$ cat src/rtl/alu_rr_sched.sv
// Round-robin scheduler sharing one combinational 8-bit ALU between two requesters.
// Define ALU_SCHED_OPCODE_CHECK_EN to reject reserved opcode 5'b10000 with rsp_err.
module alu_rr_sched #(
  parameter int unsigned HOLD_CYCLES = 1
) (
  input  logic        clk,
  input  logic        rst,
  input  logic        req0_valid,
  output logic        req0_ready,
  input  logic [7:0]  req0_a,
  input  logic [7:0]  req0_b,
  input  logic [4:0]  req0_op,
  input  logic        req1_valid,
  output logic        req1_ready,
  input  logic [7:0]  req1_a,
  input  logic [7:0]  req1_b,
  input  logic [4:0]  req1_op,
  output logic        rsp0_valid,
  input  logic        rsp0_ready,
  output logic        rsp1_valid,
  input  logic        rsp1_ready,
  output logic [15:0] rsp_data,
  output logic        rsp_carry,
  output logic        rsp_err,
  output logic [7:0]  alu_a,
  output logic [7:0]  alu_b,
  output logic [4:0]  alu_opcode,
  input  logic [15:0] alu_out,
  input  logic        alu_carry
);

  if (HOLD_CYCLES == 0 || HOLD_CYCLES > 15) begin : g_hold_range_check
    $error("HOLD_CYCLES must be in 1..15");
  end

  typedef enum logic [1:0] {StIdle, StIssue, StResp} state_e;

  state_e      state_q, state_d;
  logic        last_q, last_d;
  logic        owner_q, owner_d;
  logic [3:0]  cnt_q, cnt_d;
  logic [7:0]  alu_a_q, alu_a_d;
  logic [7:0]  alu_b_q, alu_b_d;
  logic [4:0]  alu_op_q, alu_op_d;
  logic [15:0] data_q, data_d;
  logic        carry_q, carry_d;
  logic        err_q, err_d;
  logic        rsp0_valid_q, rsp0_valid_d;
  logic        rsp1_valid_q, rsp1_valid_d;

  logic        grant0, grant1, accept, reserved;
  logic [7:0]  sel_a, sel_b;
  logic [4:0]  sel_op;

  // On a tie the requester that was not granted last wins.
  always_comb begin
    grant0 = 1'b0;
    grant1 = 1'b0;
    if (state_q == StIdle && !rst) begin
      grant0 = req0_valid && (!req1_valid || last_q);
      grant1 = req1_valid && (!req0_valid || !last_q);
    end
  end

  assign accept = grant0 | grant1;
  assign sel_a  = grant1 ? req1_a  : req0_a;
  assign sel_b  = grant1 ? req1_b  : req0_b;
  assign sel_op = grant1 ? req1_op : req0_op;

`ifdef ALU_SCHED_OPCODE_CHECK_EN
  assign reserved = (sel_op == 5'b10000);
`else
  assign reserved = 1'b0;
`endif

  always_comb begin
    state_d      = state_q;
    last_d       = last_q;
    owner_d      = owner_q;
    cnt_d        = cnt_q;
    alu_a_d      = alu_a_q;
    alu_b_d      = alu_b_q;
    alu_op_d     = alu_op_q;
    data_d       = data_q;
    carry_d      = carry_q;
    err_d        = err_q;
    rsp0_valid_d = rsp0_valid_q;
    rsp1_valid_d = rsp1_valid_q;
    unique case (state_q)
      StIdle: begin
        if (accept) begin
          owner_d = grant1;
          last_d  = grant1;
          if (reserved) begin
            // Rejected opcode never reaches the ALU; answer immediately with an error.
            data_d       = 16'h0000;
            carry_d      = 1'b0;
            err_d        = 1'b1;
            rsp0_valid_d = !grant1;
            rsp1_valid_d = grant1;
            state_d      = StResp;
          end else begin
            alu_a_d  = sel_a;
            alu_b_d  = sel_b;
            alu_op_d = sel_op;
            cnt_d    = 4'(HOLD_CYCLES);
            state_d  = StIssue;
          end
        end
      end
      StIssue: begin
        if (cnt_q == 4'd1) begin
          data_d       = alu_out;
          carry_d      = alu_carry;
          err_d        = 1'b0;
          rsp0_valid_d = !owner_q;
          rsp1_valid_d = owner_q;
          state_d      = StResp;
        end else begin
          cnt_d = cnt_q - 4'd1;
        end
      end
      StResp: begin
        if ((rsp0_valid_q && rsp0_ready) || (rsp1_valid_q && rsp1_ready)) begin
          rsp0_valid_d = 1'b0;
          rsp1_valid_d = 1'b0;
          state_d      = StIdle;
        end
      end
      default: state_d = StIdle;
    endcase
  end

  always_ff @(posedge clk) begin
    if (rst) begin
      state_q      <= StIdle;
      last_q       <= 1'b1;
      owner_q      <= 1'b0;
      cnt_q        <= '0;
      alu_a_q      <= '0;
      alu_b_q      <= '0;
      alu_op_q     <= '0;
      data_q       <= '0;
      carry_q      <= 1'b0;
      err_q        <= 1'b0;
      rsp0_valid_q <= 1'b0;
      rsp1_valid_q <= 1'b0;
    end else begin
      state_q      <= state_d;
      last_q       <= last_d;
      owner_q      <= owner_d;
      cnt_q        <= cnt_d;
      alu_a_q      <= alu_a_d;
      alu_b_q      <= alu_b_d;
      alu_op_q     <= alu_op_d;
      data_q       <= data_d;
      carry_q      <= carry_d;
      err_q        <= err_d;
      rsp0_valid_q <= rsp0_valid_d;
      rsp1_valid_q <= rsp1_valid_d;
    end
  end

  assign req0_ready = grant0;
  assign req1_ready = grant1;
  assign rsp0_valid = rsp0_valid_q;
  assign rsp1_valid = rsp1_valid_q;
  assign rsp_data   = data_q;
  assign rsp_carry  = carry_q;
  assign rsp_err    = err_q;
  assign alu_a      = alu_a_q;
  assign alu_b      = alu_b_q;
  assign alu_opcode = alu_op_q;

endmodule

$ cat config.mk
export PLATFORM = sky130hd
export DESIGN_NAME = alu_rr_sched
export DESIGN_NICKNAME = d
export VERILOG_FILES = /design/src/rtl/alu_rr_sched.sv
export SDC_FILE = /design/constraint.sdc
export NUM_CORES = 1
export LEC_CHECK = 0
export ABC_CLOCK_PERIOD_IN_PS = 1880
export CAP_MARGIN = 5
export CORE_UTILIZATION = 41
export DETAILED_ROUTE_END_ITERATION = 10
export GPL_TIMING_DRIVEN = 0
export PLACE_DENSITY = 0.81
export REMOVE_ABC_BUFFERS = 1
export SLEW_MARGIN = 0
export SYNTH_ARGS = -nofsm -noshare
export SYNTH_HDL_FRONTEND = slang
export SYNTH_SLANG_ARGS = --single-unit
export TNS_END_PERCENT = 1
$ cat constraint.sdc
create_clock -name clk -period 1.88 [get_ports clk]
set_input_delay 0.188 -clock clk [delete_from_list [all_inputs] [get_ports clk]]
set_output_delay 0.188 -clock clk [all_outputs]
set_load 0.02 [all_outputs]
# Yosys cells after proc, flatten, opt, wreduce, memory -nomap -nowiden
# Index checks and enable logic that the tools add are counted.
[totals] wordCells=58 register_bits=48 out_inout_bits=43 inputBits=65
[classes] add_sub_neg=1 n_reduce_logical=21 muxes=17 n_eq_ne=7 n_bitwise=1
[op_table] operator="2-to-1 mux 8 bit" n=2
[op_table] operator="AND reduction 3 bit" n=3
[op_table] operator="2-to-1 mux 4 bit" n=2
[op_table] operator="!= test 2 bit (second input constant)" n=4
[op_table] operator="case mux 4 bit (2 select lines)" n=1
[op_table] operator="2-to-1 mux 2 bit" n=3
[op_table] operator="case mux 2 bit (3 select lines)" n=1
[op_table] operator="logical AND 1 bit" n=5
[op_table] operator="zero test 1 bit" n=5
[op_table] operator="2-to-1 mux 1 bit" n=5
[op_table] operator="2-to-1 mux 5 bit" n=1
[op_table] operator="== test 4 x 1 -> 1 bit (second input constant)" n=1
[op_table] operator="case mux 1 bit (2 select lines)" n=2
[op_table] operator="AND reduction 2 bit" n=2
[op_table] operator="nonzero test 2 bit" n=2
[op_table] operator="subtractor 4 x 1 -> 4 bit (second input constant)" n=1
[op_table] operator="logical OR 1 bit" n=3
[op_table] operator="== test 2 x 1 -> 1 bit (second input constant)" n=1
[op_table] operator="== test 2 bit (second input constant)" n=1
[op_table] operator="zero test 2 bit" n=1
[op_table] operator="bitwise OR 1 bit" n=1

# Longest topological paths before layout
[depth] word_depth=7 ltp_mapped=7 mapped_depth_nobuf=5

# Worst setup path after synthesis
# OpenSTA, ideal clock, no wires.
[synth_timing] path_type="register -> register" startpoint="register cnt_q[0]" endpoint="register data_q[7] (netlist: rsp_data[7])" t_arrival_ns=1.400 path_buffers=2 slack_ns=0.348 setup_ns=0.132 path_stages_with_launch=7 path_cell_list="dfxtp_1 ha_1 or3b_1 clkbuf_1 buf_2 o21ai_1 a21oi_1"
[synth_between] elab_chain_cells=2
[synth_rtl] item="from (decl)" line_no="41" text="logic [3:0] cnt_q, cnt_d;"
[synth_rtl] item="from (signal assigned)" line_no="152" text="cnt_q <= cnt_d;"
[synth_rtl] item="== test 4 x 1 -> 1 bit" line_no="112" text="if (cnt_q == 4'd1) begin"
[synth_rtl] item="AND reduction 2 bit (no line)"
[synth_rtl] item="to (signal assigned)" line_no="156" text="data_q <= data_d;"
[synth_rtl] item="to (decl)" line_no="45" text="logic [15:0] data_q, data_d;"
# No other way between the ends.
# A chain may end at the register's enable or synchronous reset.

# Worst setup path in the final report
[layout_timing] startpoint="register state_q[0]" endpoint="register alu_a_q[6] (netlist: alu_a[6])"
[layout_between] elab_chain_cells=5 word_cells_on_any_way=7 cone_classes="3 x mux; 1 x bitwise; 3 x reduce/logical"
[layout_rtl] item="from (decl)" line_no="38" text="state_e state_q, state_d;"
[layout_rtl] item="from (signal assigned)" line_no="136" text="state_q <= StIdle;"
[layout_rtl] item="from (signal assigned)" line_no="149" text="state_q <= state_d;"
[layout_rtl] item="zero test 2 bit (*)" line_no="59, 89"
[layout_rtl] item="logical AND 1 bit" line_no="59" text="if (state_q == StIdle && !rst) begin"
[layout_rtl] item="2-to-1 mux 1 bit" line_no="59"
[layout_rtl] item="bitwise OR 1 bit" line_no="65" text="assign accept = grant0 | grant1;"
[layout_rtl] item="AND reduction 2 bit (no line)"
[layout_rtl] item="to (signal assigned)" line_no="153" text="alu_a_q <= alu_a_d;"
[layout_rtl] item="to (decl)" line_no="42" text="logic [7:0] alu_a_q, alu_a_d;"
# Mark *: on every way between the ends. The rest lies on a longest branch, timed or not.

==> results by stage <==
Run status:
- The run finished with clean final reports.

Power:
- Of the total power, registers draw 43.5%.
- Power spread over the standard cell area amounts to 771 mW/mm2.
- The highest ir drop seen on vdd is 0.524 mV.
- The net switching component of the power is 0.859 mW.
- The clock network accounts for 23.6% of the total power.
- Overall power consumption after layout is estimated at 2.68 mW.
- The share of total power in combinational logic is 32.8%.
- For this design the static power due to leakage is 1.16 nW.
- Net switching is 32.1% of the power.
- Cell internal power was estimated by the tool at 1.82 mW.

CTS:
- The TritonCTS clock tree is done.
- After clock tree synthesis, the clock-pin slew on the worst setup and hold paths is 0.08 ns.
- At the later pin of the worst-skew pair, clock insertion delay measures 0.30 ns.
- The number of clock sinks seen by CTS is 48.
- The clock root buffer is sky130_fd_sc_hd__clkbuf_8.
- In this run, CTS created clock tree buffers numbering 5.
- The maximum clock insertion buffer count is 2.
- The clock tree synthesis step divided the H-tree into 2 levels.

Cells and area:
- The filler cell count is 446.
- Registers take 962 um2.
- At the end of the flow, the number of nets in the layout was 424.
- Cells with a size suffix above 1 make up 7.82% of the layout.
- The count of cells in the finished layout, fillers not included, comes to 428.
- The synthesis-to-finish area growth is 54.1%.
- In the layout the commonest cells are sky130_fd_sc_hd__clkdlybuf4s50_1 (102), sky130_fd_sc_hd__dfxtp_1 (47), sky130_fd_sc_hd__a21oi_1 (42).
- The library cell used most frequently in the layout, excluding fill and tap cells, is sky130_fd_sc_hd__clkdlybuf4s50_1.
- The area of the multi-input gates is 0.00115 mm2.
- 0 antenna diodes ended up in the layout.

STA:
- The count of pins over their slew limit is 0.
- The tightest hold path in the finished design has a slack of 0.256 ns.
- The accumulated negative setup slack is 0 ns.
- Timing would allow up to 0.549 GHz.
- The final critical path takes up 96.9% of the cycle.
- The hold violation count in the final report is 0.
- Setup repair after global routing could not meet its margin everywhere.
- At the pin with the least slew margin, the transition time is 0.802 ns.
- The worst relative slew slack is 46.5%.
- The worst path in the final design needs a cycle of 1.82 ns, including I/O delays and setup.
- Across the routed clock network, the largest skew measured is 0.00179 ns.
- Setup violations remaining at the end of the flow were counted as 0.
- The slack of the critical path is 0.0590 ns.

Global routing:
- The overall fraction of global-route tracks in use is 24.8%.
- The number of antenna violations at the first check in global routing came to 0.
- Entering global routing, the biggest net connects 41 pins.
- The number of global-route vias before repair is 2383.
- The global route total overflow is 0.
- The first global-routing pass estimated 11700 um of wire.

Die:
- The die outline area is 0.00579 mm2.
- The floorplan has 26 rows.
- After floorplanning, the core was sized to cover 0.00520 mm2.
- For this configuration, the core starts out at a cell density of 43.2%.
- The die span in y is 76.1 um.
- In this run the horizontal extent of the chip is 76.1 um.
- 108 I/O pins were placed.

Synthesis:
- In the post-synthesis netlist, the biggest area contributors are sky130_fd_sc_hd__dfxtp_1 (43%), sky130_fd_sc_hd__a21oi_1 (9.3%), sky130_fd_sc_hd__nand3_1 (8.7%).
- Summing the areas of all compound-gate instances in the mapped netlist gives 32.2% of the synthesized area.
- The top cell type's share of synthesized area is 42.7%.
- The adder-cell area share of the yosys netlist is 1.11%.
- The flop and latch count out of synthesis is 48.
- The largest total area in the synthesized netlist belongs to sky130_fd_sc_hd__dfxtp_1.
- After Yosys synthesis, XOR and XNOR cells account for 0% of the synthesized area.
- For this run, the leading register cell type out of synthesis is sky130_fd_sc_hd__dfxtp_1.
- The sequential area share after synthesis is 42.7%.
- Dividing the synthesized area by the synthesized cell count gives 8.46 um2.
- The number of flops mapped to enable cells by yosys is 0.
- The share of synthesized area spent on multiplexers is 0%.
- After synthesis the cells add up to 0.00225 mm2.
- Summing the areas of all and, or, nand and nor instances in the mapped netlist gives 15.9% of the synthesized area.
- In this run, distinct cell masters in the synthesized netlist total 38.
- Counting flops with an async set or reset pin after synthesis yields a share of 0%.
- The main combinational cell family by area after synthesis is compound AO/OA/AOI/OAI gates.
- For this run, the number of Yosys warnings is 0.
- The cell count after synthesis is 266.

Worst hold path:
- The worst hold path belongs to the class input port to flip-flop.

Setup path:
- Of all nets on the critical path, the largest fanout is 22.
- The kind of end point of the critical path is a flip-flop.
- STA puts the critical path data arrival time at 1.97 ns.
- For the worst setup path, the data required time is 2.03 ns.
- The launching element type of the critical path is a flip-flop.
- The classification of the worst setup path is flip-flop to flip-flop.

Flow run:
- The tool flagged a number of max-cap violations equal to 0.

Placed design:
- The worst setup slack after placement is -0.765 ns.
- The post-detailed-placement half-perimeter wirelength is 4560 um.
- Once placement completed, the tool counted placed cells totaling 417.
- The count of input and output buffers is 106.
- The global placer's final weighted congestion is 0.716.

Routing:
- Using the TritonRoute via totals, the vias-per-cell ratio works out to 5.69.
- After detailed routing, the total wire length is 7120 um.
- The first TritonRoute pass finished after 4 iterations.
- The DRC violation count after routing is 0.
- The count of nets left with antenna violations once routing finished came out at 0.
- The routed wire length per instance is 16.6 um.
- The iteration-0 DRC count of the detailed router is 94.
- The via count is 2435.
==> timing repair <==
item | CTS | global route
pin swaps | 1 | 1
gates resized for setup | 8 | 6
buffers inserted | 2 | 0
endpoints found under the setup margin | 27 | 42
hold buffers | 0 | 0
gates cloned | 1 | 0
endpoints found under the hold margin | 0 | 0
==> sequential cells by signal, indices dropped and copies added, names as in the netlist <==
| signal | cells |
|---|---|
| alu_b | 8 |
| alu_opcode | 5 |
| state_q | 2 |
| cnt_q | 4 |
| alu_a | 8 |
| owner_q | 1 |
| rsp0_valid | 1 |
| rsp_data | 16 |
| last_q | 1 |
| rsp_carry | 1 |
| rsp1_valid | 1 |
==> metrics by stage <==
stage               util [%]  area [um2]
finish                  66.7        3470
global route            66.7        3470
CTS                     66.6        3470
detailed placement      64.0        3330
global placement        62.3        3240
floorplan                  -        2100
==> metal layers <==
layer  share of wire, %  GRT usage, %  wire length, um  up-vias
met5                  0             0                0        -
met4                2.5          10.0              180        0
met3                3.3          4.31              233       18
met2                 52          43.7             3680       61
met1                 43          29.7             3030     1180
li1                   -             -                -     1176
==> final timing paths <==
check,startpoint,endpoint,slack (ns),cells past startpoint
setup / recovery,state_q[0]$_SDFFE_PP0P_,alu_a[6]$_SDFFE_PP0P_,0.06,4
hold / removal,rst,rsp_data[14]$_SDFFE_PP0P_,0.26,2
setup reg to reg,state_q[0]$_SDFFE_PP0P_,alu_a[6]$_SDFFE_PP0P_,0.06,4
hold reg to reg,rsp_data[11]$_SDFFE_PP0P_,rsp_data[11]$_SDFFE_PP0P_,0.49,2
==> power by group through the flow <==
stage          clock [mW]  combinational, mW  sequential (mW)
3_5_place_dp            0              0.847             1.18
2_1_floorplan           0              0.328             1.25
4_1_cts             0.648              0.875             1.16
6_report            0.633              0.879             1.16
3_3_place_gp            0              0.789             1.17
5_1_grt             0.697              0.943             1.18
==> synth_stat cells (3+ instances only) <==
cell / n
sky130_fd_sc_hd__dfxtp_1: 48
sky130_fd_sc_hd__o21ai_1: 28
sky130_fd_sc_hd__nand2b_1: 7
sky130_fd_sc_hd__buf_2: 13
sky130_fd_sc_hd__nand3_1: 39
sky130_fd_sc_hd__o32ai_1: 3
sky130_fd_sc_hd__o21ai_0: 11
sky130_fd_sc_hd__buf_4: 3
sky130_fd_sc_hd__inv_1: 6
sky130_fd_sc_hd__clkbuf_1: 12
sky130_fd_sc_hd__a311oi_1: 21
sky130_fd_sc_hd__nor2_1: 3
sky130_fd_sc_hd__a21oi_1: 42
==> worst max-delay path: stages (launching register included) <==
cell and delay [ns]:
sky130_fd_sc_hd__dfxtp_1 0.40, sky130_fd_sc_hd__or3_4 0.41, sky130_fd_sc_hd__buf_4 0.21, sky130_fd_sc_hd__nor2_4 0.46, sky130_fd_sc_hd__a311oi_1 0.19
==> cell families after synthesis <==
| logic type | count (synthesis) |
|---|---|
| AOI/OAI and AO/OA | 116 |
| adders and majority gates | 2 |
| other | 1 |
| DFF | 48 |
| buffers and inverters | 36 |
| and+or+nand+nor | 63 |
==> cell type report <==
class / count / share of cell area [%]
Tap cell: 70 / 2.52
Timing Repair Buffer: 113 / 33.2
Clock buffer: 8 / 2.60
Multi-Input combinational cell: 183 / 33.3
Inverter: 6 / 0.649
Sequential cell: 48 / 27.7
No activity file was read; power rests on OpenSTA's default activity.
